## src/rtl/snake_btn_debouncer.sv

```systemverilog
`default_nettype none
// ==========================================================================
// snake_btn_debouncer : push-button synchronizer/debouncer -> DPB/SCEN/MCEN/CCEN
// Rev 1.0
// ==========================================================================
module snake_btn_debouncer #(
   parameter int N_dc = 25
) (
   input  logic Clk,
   input  logic Reset_n,
   input  logic PB,
   output logic DPB,
   output logic SCEN,
   output logic MCEN,
   output logic CCEN
);

   localparam logic [N_dc-1:0] CNT_MAX = '1;

   typedef enum logic [2:0] {
      IDLE         = 3'd0,
      PRESS_WAIT   = 3'd1,
      PULSE        = 3'd2,
      HELD         = 3'd3,
      RELEASE_WAIT = 3'd4
   } state_t;

   state_t            state, state_nx;
   logic [N_dc-1:0]   cnt, cnt_nx;
   logic [1:0]        rpt, rpt_nx;
   logic              s1, s2;
   logic              pb_s;
   logic              dpb_nx, scen_nx, mcen_nx, ccen_nx;

   always_ff @(posedge Clk or negedge Reset_n) begin
      if (!Reset_n) begin
         s1 <= 1'b0;
         s2 <= 1'b0;
      end else begin
         s1 <= PB;
         s2 <= s1;
      end
   end

   assign pb_s = s2;

   always_comb begin
      state_nx = state;
      cnt_nx   = cnt + 1'b1;
      rpt_nx   = rpt;
      dpb_nx   = 1'b0;
      scen_nx  = 1'b0;
      mcen_nx  = 1'b0;
      ccen_nx  = 1'b0;

      case (state)
         IDLE: begin
            if (pb_s) state_nx = PRESS_WAIT;
         end
         PRESS_WAIT: begin
            if (!pb_s)                state_nx = IDLE;
            else if (cnt == CNT_MAX)  state_nx = PULSE;
         end
         PULSE: begin
            state_nx = HELD;
         end
         HELD: begin
            if (!pb_s) state_nx = RELEASE_WAIT;
         end
         RELEASE_WAIT: begin
            if (pb_s)                 state_nx = HELD;
            else if (cnt == CNT_MAX)  state_nx = IDLE;
         end
         default: begin
            state_nx = IDLE;
         end
      endcase

      // In HELD the counter simply wraps; every other change of state restarts it.
      if (state_nx != state) cnt_nx = '0;

      // Outputs are decoded from the next state so they are registered with it.
      case (state_nx)
         PULSE: begin
            rpt_nx  = 2'd0;
            dpb_nx  = 1'b1;
            scen_nx = 1'b1;
            mcen_nx = 1'b1;
            ccen_nx = 1'b1;
         end
         HELD: begin
            dpb_nx = 1'b1;
            if (cnt_nx == CNT_MAX) begin
               mcen_nx = 1'b1;
               if (rpt != 2'd3) rpt_nx = rpt + 2'd1;
            end
            ccen_nx = (rpt_nx == 2'd3);
         end
         RELEASE_WAIT: begin
            dpb_nx = 1'b1;
         end
         default: begin
            dpb_nx = 1'b0;
         end
      endcase
   end

   always_ff @(posedge Clk or negedge Reset_n) begin
      if (!Reset_n) begin
         state <= IDLE;
         cnt   <= '0;
         rpt   <= 2'd0;
         DPB   <= 1'b0;
         SCEN  <= 1'b0;
         MCEN  <= 1'b0;
         CCEN  <= 1'b0;
      end else begin
         state <= state_nx;
         cnt   <= cnt_nx;
         rpt   <= rpt_nx;
         DPB   <= dpb_nx;
         SCEN  <= scen_nx;
         MCEN  <= mcen_nx;
         CCEN  <= ccen_nx;
      end
   end

endmodule
`default_nettype wire
```

## config.mk

```make
export PLATFORM = sky130hd
export DESIGN_NAME = snake_btn_debouncer
export DESIGN_NICKNAME = d
export VERILOG_FILES = /design/src/rtl/snake_btn_debouncer.sv
export SDC_FILE = /design/constraint.sdc
export NUM_CORES = 1
export LEC_CHECK = 0
export ABC_AREA = 1
export CORE_MARGIN = 2
export CORE_UTILIZATION = 50
export CTS_BUF_LIST = sky130_fd_sc_hd__clkbuf_8
export DETAILED_ROUTE_END_ITERATION = 8
export PLACE_DENSITY = 0.78
export REMOVE_ABC_BUFFERS = 1
export SLEW_MARGIN = 20
export SYNTH_ARGS = -nofsm -noshare
export SYNTH_HDL_FRONTEND = slang
export SYNTH_SLANG_ARGS = --single-unit
export TNS_END_PERCENT = 5
```

## constraint.sdc

```tcl
create_clock -name Clk -period 2.47 [get_ports Clk]
set_input_delay 0.741 -clock Clk [delete_from_list [all_inputs] [get_ports Clk]]
set_output_delay 0.741 -clock Clk [all_outputs]
set_load 0.1 [all_outputs]
```

Word-level counts from Yosys, hierarchy flattened. Cells that the tools add are included.

ROM bits: 0. Word-level logic and storage cells: 43. Output and inout bits: 4. Bits in registers: 36. Memories: 0. Bits in writable memories: 0. Latch bits: 0. Bits of input ports: 3.

Add/subtract/negate cells: 2. Reduce and logical (&&, ||, !) cells: 3. $lt $le $gt $ge: 0. Bitwise logic cells: 0. Shift-type cells: 0. Eq/ne operators: 12. Multipliers: 0. Multiplexer cells: 17. Divide/modulo/power cells: 0.

Operator list (count): equality test 25 bit (second input constant) (2); adder 25 x 1 -> 25 bit (second input constant) (1); 2-to-1 mux 25 bit (1); 2-to-1 mux 3 bit (6); case mux 3 bit (5 select lines) (1); equality test 3 x 2 -> 1 bit (second input constant) (4); equality test 3 bit (second input constant) (2); 2-to-1 mux 2 bit (3); case mux 1 bit (2 select lines) (2); case mux 2 bit (2 select lines) (1); equality test 3 x 1 -> 1 bit (second input constant) (1); logical NOT 3 bit (1); 2-to-1 mux 1 bit (3); inequality test 3 bit (1); OR reduction 3 bit (1); adder 2 x 1 -> 2 bit (second input constant) (1); equality test 2 bit (second input constant) (1); inequality test 2 bit (second input constant) (1); nonzero test 2 bit (1).

Depth between registers and ports, before layout. Gate-level depths: netlist of run 1.

Depth in word-level cells: 11. Gate-level depth with buffers: 18. Gate-level depth less buffers: 18.

Worst setup path after synthesis of run 1. No wires, ideal clock.

Path kind: reg2reg. From: register cnt[0]. To: register rpt[0]. Library setup time: 0.113 ns. Arrival time: 1.958 ns. Setup slack: 0.399 ns. Period minus slack after synthesis: 2.071 ns. Cell stages (with the launch flop): 19. Data required time: 2.357 ns. Path buffers: 0. Cells stage by stage: dfrtp_1 ha_1 nand2_1 nor2_2 nand2_4 nor2_8 nand2_4 nand2_2 nand4_2 nand2_1 inv_1 nor2_2 nand3b_1 nor2_2 nand3_1 nand2_1 nand2_1 nand2_1 inv_1.

Longest elaborated chain between the ends: 10. Elaborated cells on any way between the ends: 16. Those cells by class: add/sub (1); eq/ne (5); mux (9); reduce/logical (1).

Ends and longest elaborated chain: from (decl) (RTL line 29) `logic [N_dc-1:0] cnt, cnt_nx;`; from (signal assigned) (RTL line 119) `cnt <= cnt_nx;`; equality test 25 bit * (RTL line 62, 72); 2-to-1 mux 3 bit (on tied branches) (RTL line 72, 62); 2-to-1 mux 3 bit (on tied branches) (RTL line 71, 61); case mux 3 bit (5 select lines) * (RTL line 56) `case (state)`; net state_nx[0] (RTL line 28) `state_t state, state_nx;`; inequality test 3 bit (RTL line 80) `if (state_nx != state) cnt_nx = '0;`; 2-to-1 mux 25 bit (RTL line 80); equality test 25 bit (RTL line 93) `if (cnt_nx == CNT_MAX) begin`; 2-to-1 mux 2 bit (RTL line 93); 2-to-1 mux 2 bit (RTL line 83) `case (state_nx)`; case mux 2 bit (2 select lines) (RTL line 83); to (signal assigned) (RTL line 120) `rpt <= rpt_nx;`; to (decl) (RTL line 30) `logic [1:0] rpt, rpt_nx;`.

Mark *: on every way through the listed nets, which the timed path passes. The rest lies on a longest branch. The select of a mux whose other input is x is not followed. A chain may end at the register's enable or synchronous reset.

Worst setup path after layout of run 1.
From: register cnt[1]. To: register rpt[0].

The elaborated chain is that of the path after synthesis.

==> flow_summary.yaml, run 1 <==
floorplanning:
  core_area_um2: 3940
  start_util: 0.510
  die_height_um: 67.4
  die_w_um: 67.4
  fp.dieArea_um2: 4540
  io-pin-count: 7
  fp-row-count: 23
cts:
  cts_tree: "yes"
  clk_pin_slew_worst_paths_ps: 70
  htree_levels: 2
  clock_path_buffers: 2
  clkSinkCount: 36
  cts_made_buffers: 5
  holdBufCountCts: 0
  clock-root-buffer: "clkbuf_8"
  clk_latency_ps: 290
yosys:
  synth.most_common_cell: "nor2_1"
  synthFlopType: "dfrtp_1"
  synth.top_cells.by_area: "dfrtp_1 45%, nor2_1 9.1%, nand2_1 9.0%"
  ys_warn_count: 0
  syn-instance-count: 258
  synthArstFlopShare: 1.00
  synth_edf_count: 0
  synth_common_cells: "49 x nor2_1, 48 x nand2_1, 36 x dfrtp_1"
  ys_types: 29
  avgSynthCellArea_um2: 7.79
  yosysSeqAreaShare: 0.448
  synth_top_area_share: 0.448
  synth_area_um2: 2010
  synth_top_area_cell: "dfrtp_1"
  ys_ff_latch: 36
setup_path:
  end_kind: "flop"
  slowest_stage: "dfrtp_1"
  cp.arrival_ps: 2480
  cp_cell_sequence: "ha_4 > nand2_1 > nor2_2 > nand2_4 > nor2_8 > nand2_4 > nand2_2 > nand4_4 > nand2_1 > inv_1 > nor2_4 > nand4_1 > nor2_2 > nand3_1 > nand2_1 > nand2_1 > nand2_1 > inv_1"
  r2r.worst_path.cells: 18
  slowest_delay_ps: 420
  critPathRequiredTime_ps: 2660
  crit_family: "simple AND/OR/NAND/NOR gates"
  r2r-start: "cnt[1]"
  crit_path_start_kind: "flop"
  path_buf_inv: 2
  endpoint: "rpt[0]"
  rr_endpoint: "rpt[0]"
  crit_fanout: 7
  critical_path_class: "reg2reg"
  worst-path-stages: 18
  r2r_slack_ps: 190
  cp_common_cell: "nand2_1"
  setup.worst_path.start: "cnt[1]"
grt:
  antenna_found_initial: 0
  grt_pass1_wl_mm: 7.25
  first_global_vias: 1612
  grt_util_all_layers: 0.218
  grt_max_degree: 37
  grt-ovfl-total: 0
place:
  place.gp.congestion: 0.876
  pre_cts_ws_ps: 169
  hpwl_mm: 3.08
  io_buffer_count: 6
route:
  drcViolationCount: 0
  drt-total-wl_mm: 4.30
  first_pass_iters: 5
  drtIter0Drc: 139
  wl_per_cell_um: 13.3
  antenna_left: 0
  num_vias: 1695
  via_per_inst: 5.25
worst_hold_path:
  hold_path_class: "reg2reg"
timing:
  setup_ws_ps: 185
  maxSlewHeadroom: 0.489
  hold_viol: 0
  slew_viol_final: 0
  finalCritPeriodShare: 0.925
  max_freq_mhz: 438
  finalCriticalPeriod_ps: 2280
  worst_slew_pin_slew_ps: 767
  setup_viol: 0
  clock_skew_ps: 3.86
final_layout:
  antenna_cells: 0
  area_growth_pct: 12.4
  fin_nets: 276
  drive_above_1_share: 0.158
  num-fill-cells: 339
job:
  maxCapViolations: 0
status:
  status: "completed"
pwr:
  power.leakage_nw: 1.04
  ir_drop_mv: 0.437
  powerDensity_nw_per_um2: 551
  total_power_mw: 1.25
[placed cells by master (no fill, tap or decap), types with 2 or more instances in the layout]
cell type,n
a21oi_1,4
a31oi_1,2
buf_4,7
clkbuf_8,6
clkinv_2,2
dfrtp_1,36
inv_1,35
inv_2,2
nand2_1,48
nand2_2,5
nand2_4,2
nand3_1,17
nand3b_1,2
nand4_1,10
nor2_1,48
nor2_2,9
nor2_4,2
nor3_1,5
o21ai_0,3
xnor2_1,4
xor2_1,11
[final cells by class]
cell class                      instances  area [um2]  share of cell area
Sequential cell                        36         901               0.399
Clock inverter                          2        10.0             0.00443
Multi-Input combinational cell        183         997               0.441
Tap cell                               50        62.6              0.0277
Inverter                               37         139              0.0615
Timing Repair Buffer                    9        67.6              0.0299
Clock buffer                            6        82.6              0.0365
[how the worst min path moves through the flow]
| stage | start | end | slack, ps | depth (start not counted) |
|---|---|---|---|---|
| finish | s1 | pb_s | 360 | 0 |
| CTS | s1 | pb_s | 360 | 0 |
| floorplan | s1 | pb_s | 330 | 0 |
| global placement | s1 | pb_s | 340 | 0 |
| global route | s1 | pb_s | 360 | 0 |
| detailed placement | s1 | pb_s | 340 | 0 |
[power by group]
group          switching, mW  internal [mW]  leakage [nW]  total (mW)
clock network          0.213          0.222        0.0510       0.435
registers             0.0364          0.615         0.493       0.651
logic                 0.0993         0.0597         0.493       0.159
total                  0.348          0.897          1.04        1.25
[cells by family after synthesis]
family,count (synthesis),share of synthesized area
xor gates and xnor gates,15,0.0653
AOI/OAI and AO/OA,12,0.0361
DFF,36,0.448
buffers and inverters,39,0.0728
adders and majority gates,1,0.00622
and+or+nand+nor,155,0.371
[sequential cells by signal, summed over array words and instances, names as in the netlist]
register and cells:
DPB 1, MCEN 1, state 3, CCEN 1, rpt 2, cnt 25
pb_s 1, SCEN 1, s1 1
[per-stage QoR]
stage	utilization	setup TNS (ps)	cells	hold slack, ps	area, um2
after floorplan	-	0	256	331	2000
after global placement	0.539	0	314	337	2130
after detailed placement	0.539	0	314	343	2130
after CTS	0.563	0	322	360	2220
after global routing	0.573	-8.33	323	361	2260
final	0.573	0	323	357	2260
[worst register-to-register path, cell delays in order (launching register included)]
cell	delay, ps
dfrtp_1	420
ha_4	170
nand2_1	60
nor2_2	160
nand2_4	100
nor2_8	130
nand2_4	90
nand2_2	110
nand4_4	100
nand2_1	90
inv_1	60
nor2_4	110
nand4_1	120
nor2_2	180
nand3_1	80
nand2_1	60
nand2_1	50
nand2_1	60
inv_1	30
[per-layer routing]
| metal | wire (um) | GRT usage | up-vias |
|---|---|---|---|
| met4 | 72 | 0.105 | 0 |
| met1 | 1960 | 0.276 | 808 |
| met3 | 134 | 0.0567 | 7 |
| met5 | 0 | 0 | - |
| li1 | - | - | 850 |
| met2 | 2130 | 0.347 | 30 |
[repair_timing]
item	4_1_cts	5_1_grt
endpoints found under the setup margin	0	19
gates resized for setup	0	6
setup buffers	0	1
(Power assumes the default switching activity.)
==> run 2: changes to the inputs <==
Settings changed: ABC_CLOCK_PERIOD_IN_PS set to 2470, CORE_MARGIN 2 to unset, SKIP_CTS_REPAIR_TIMING set to 1.
==> run 2 against run 1 <==
Net effect: clock skew up 5.7 ps; final cell count decreased by 0.93%; global-route usage up 0.55 points; register-to-register slack improved by 40 ps; clock power decreased by 9.4%; via count decreased by 3.8%; combinational power barely moved; power decreased by 3.6%; clock-buffer cell count decreased by 1; first-iteration DRC count grew 0.72%; sequential cell count stayed put; largest power group unchanged.
==> flow_summary.yaml, run 2 (same netlist as run 1, synthesis figures left out) <==
status:
  status: "completed"
route:
  wl_per_cell_um: 12.6
  drtIter0Drc: 140
  first_pass_iters: 4
  num_vias: 1631
  antenna_left: 0
  via_per_inst: 5.10
  drcViolationCount: 0
  drt-total-wl_mm: 4.04
job:
  maxCapViolations: 0
grt:
  grt_pass1_wl_mm: 7.23
  first_global_vias: 1631
  grt_util_all_layers: 0.223
  grt-ovfl-total: 0
  antenna_found_initial: 0
  grt_max_degree: 37
cts:
  clkSinkCount: 36
  clk_pin_slew_worst_paths_ps: 80
  cts_tree: "yes"
  htree_levels: 2
  clock-root-buffer: "clkbuf_8"
  clk_latency_ps: 290
  cts_made_buffers: 5
  clock_path_buffers: 2
floorplanning:
  start_util: 0.533
  die_w_um: 65.4
  core_area_um2: 3770
  io-pin-count: 7
  die_height_um: 65.4
  fp-row-count: 22
  fp.dieArea_um2: 4280
setup_path:
  critical_path_class: "reg2reg"
  cp.arrival_ps: 2440
  end_kind: "flop"
  critPathRequiredTime_ps: 2660
  crit_path_start_kind: "flop"
  crit_fanout: 7
timing:
  worst_slew_pin_slew_ps: 779
  max_freq_mhz: 445
  finalCritPeriodShare: 0.909
  setup_ws_ps: 224
  hold_viol: 0
  finalCriticalPeriod_ps: 2250
  clock_skew_ps: 9.55
  whs_ps: 338
  setup_viol: 0
  maxSlewHeadroom: 0.481
  slew_viol_final: 0
  tns_ps: 0
final_layout:
  top_regs: "cnt x25, state x3, rpt x2"
  layout.cell_area.non_filler_um2: 2230
  antenna_cells: 0
  num-fill-cells: 349
  drive_above_1_share: 0.147
  largest_reg_flops: 25
  regMostFlops: "cnt"
  area_growth_pct: 11.1
  layout_common_cells: "48 x nand2_1, 48 x nor2_1, 36 x dfrtp_1, 36 x inv_1, 17 x nand3_1"
  register_area_um2: 901
  utilization: 0.592
  multi_input_area_um2: 988
  fin_cells: 320
  fin_nets: 276
place:
  post_dp_cell_area_um2: 2120
  place.gp.congestion: 0.911
  dp_cells: 312
  pre_cts_ws_ps: 134
  io_buffer_count: 6
  hpwl_mm: 2.98
pwr:
  total_power_mw: 1.20
  ir_drop_mv: 0.485
  power.leakage_nw: 1.03
  powerDensity_nw_per_um2: 537
worst_hold_path:
  hold_path_class: "reg2reg"
[run 2: worst max-delay path, stage by stage (launching register included)]
cell and delay, ps:
dfrtp_1 420, ha_4 170, nand2_1 50, nor2_2 130, nand2_4 110, nor2_8 160
nand2_4 90, nand2_2 80, nand4_2 100, nand2_1 80, inv_1 60, nor2_4 110
nand3b_1 150, nor2_4 160, nand3_1 90, nand2_1 60, nand2_1 50, nand2_1 60
inv_1 30
[run 2: layout make-up]
| cell class | instances | share of cell area |
|---|---|---|
| repair buffers | 9 | 0.0303 |
| multi-input cells | 183 | 0.443 |
| flip-flops and latches | 36 | 0.403 |
| clock inverters | 2 | 0.00392 |
| well taps | 48 | 0.0269 |
| clock buffers | 5 | 0.0308 |
| inverters | 37 | 0.0622 |
[run 2: where the power goes]
| group | switching [mW] | internal [mW] | total, mW |
|---|---|---|---|
| Sequential | 0.0343 | 0.615 | 0.649 |
| Clock | 0.207 | 0.188 | 0.394 |
| Combinational | 0.0971 | 0.0596 | 0.157 |
[run 2: layer usage]
layer	track usage	vias up	wire length, um
met1	0.309	747	1970
met5	0	-	0
met3	0.0573	7	164
met2	0.347	33	1850
met4	0.0571	0	58
li1	-	844	-
[run 2: final timing paths]
check                      cells past startpoint  slack [ps]      end     from
setup reg to reg                              18         220   rpt[0]   cnt[0]
max in group asynchronous                      1        1440   rpt[1]  Reset_n
hold / removal                                 0         340     pb_s       s1
setup / recovery                              18         220   rpt[0]   cnt[0]
hold reg to reg                                0         340     pb_s       s1
min in group asynchronous                      1         530  cnt[13]  Reset_n
==> run 3: changes to the inputs <==
Settings changed: TNS_END_PERCENT 5 to 20.
==> results of run 3 <==
Same layout as run 2: the final DEF is identical, and so are final timing and power.
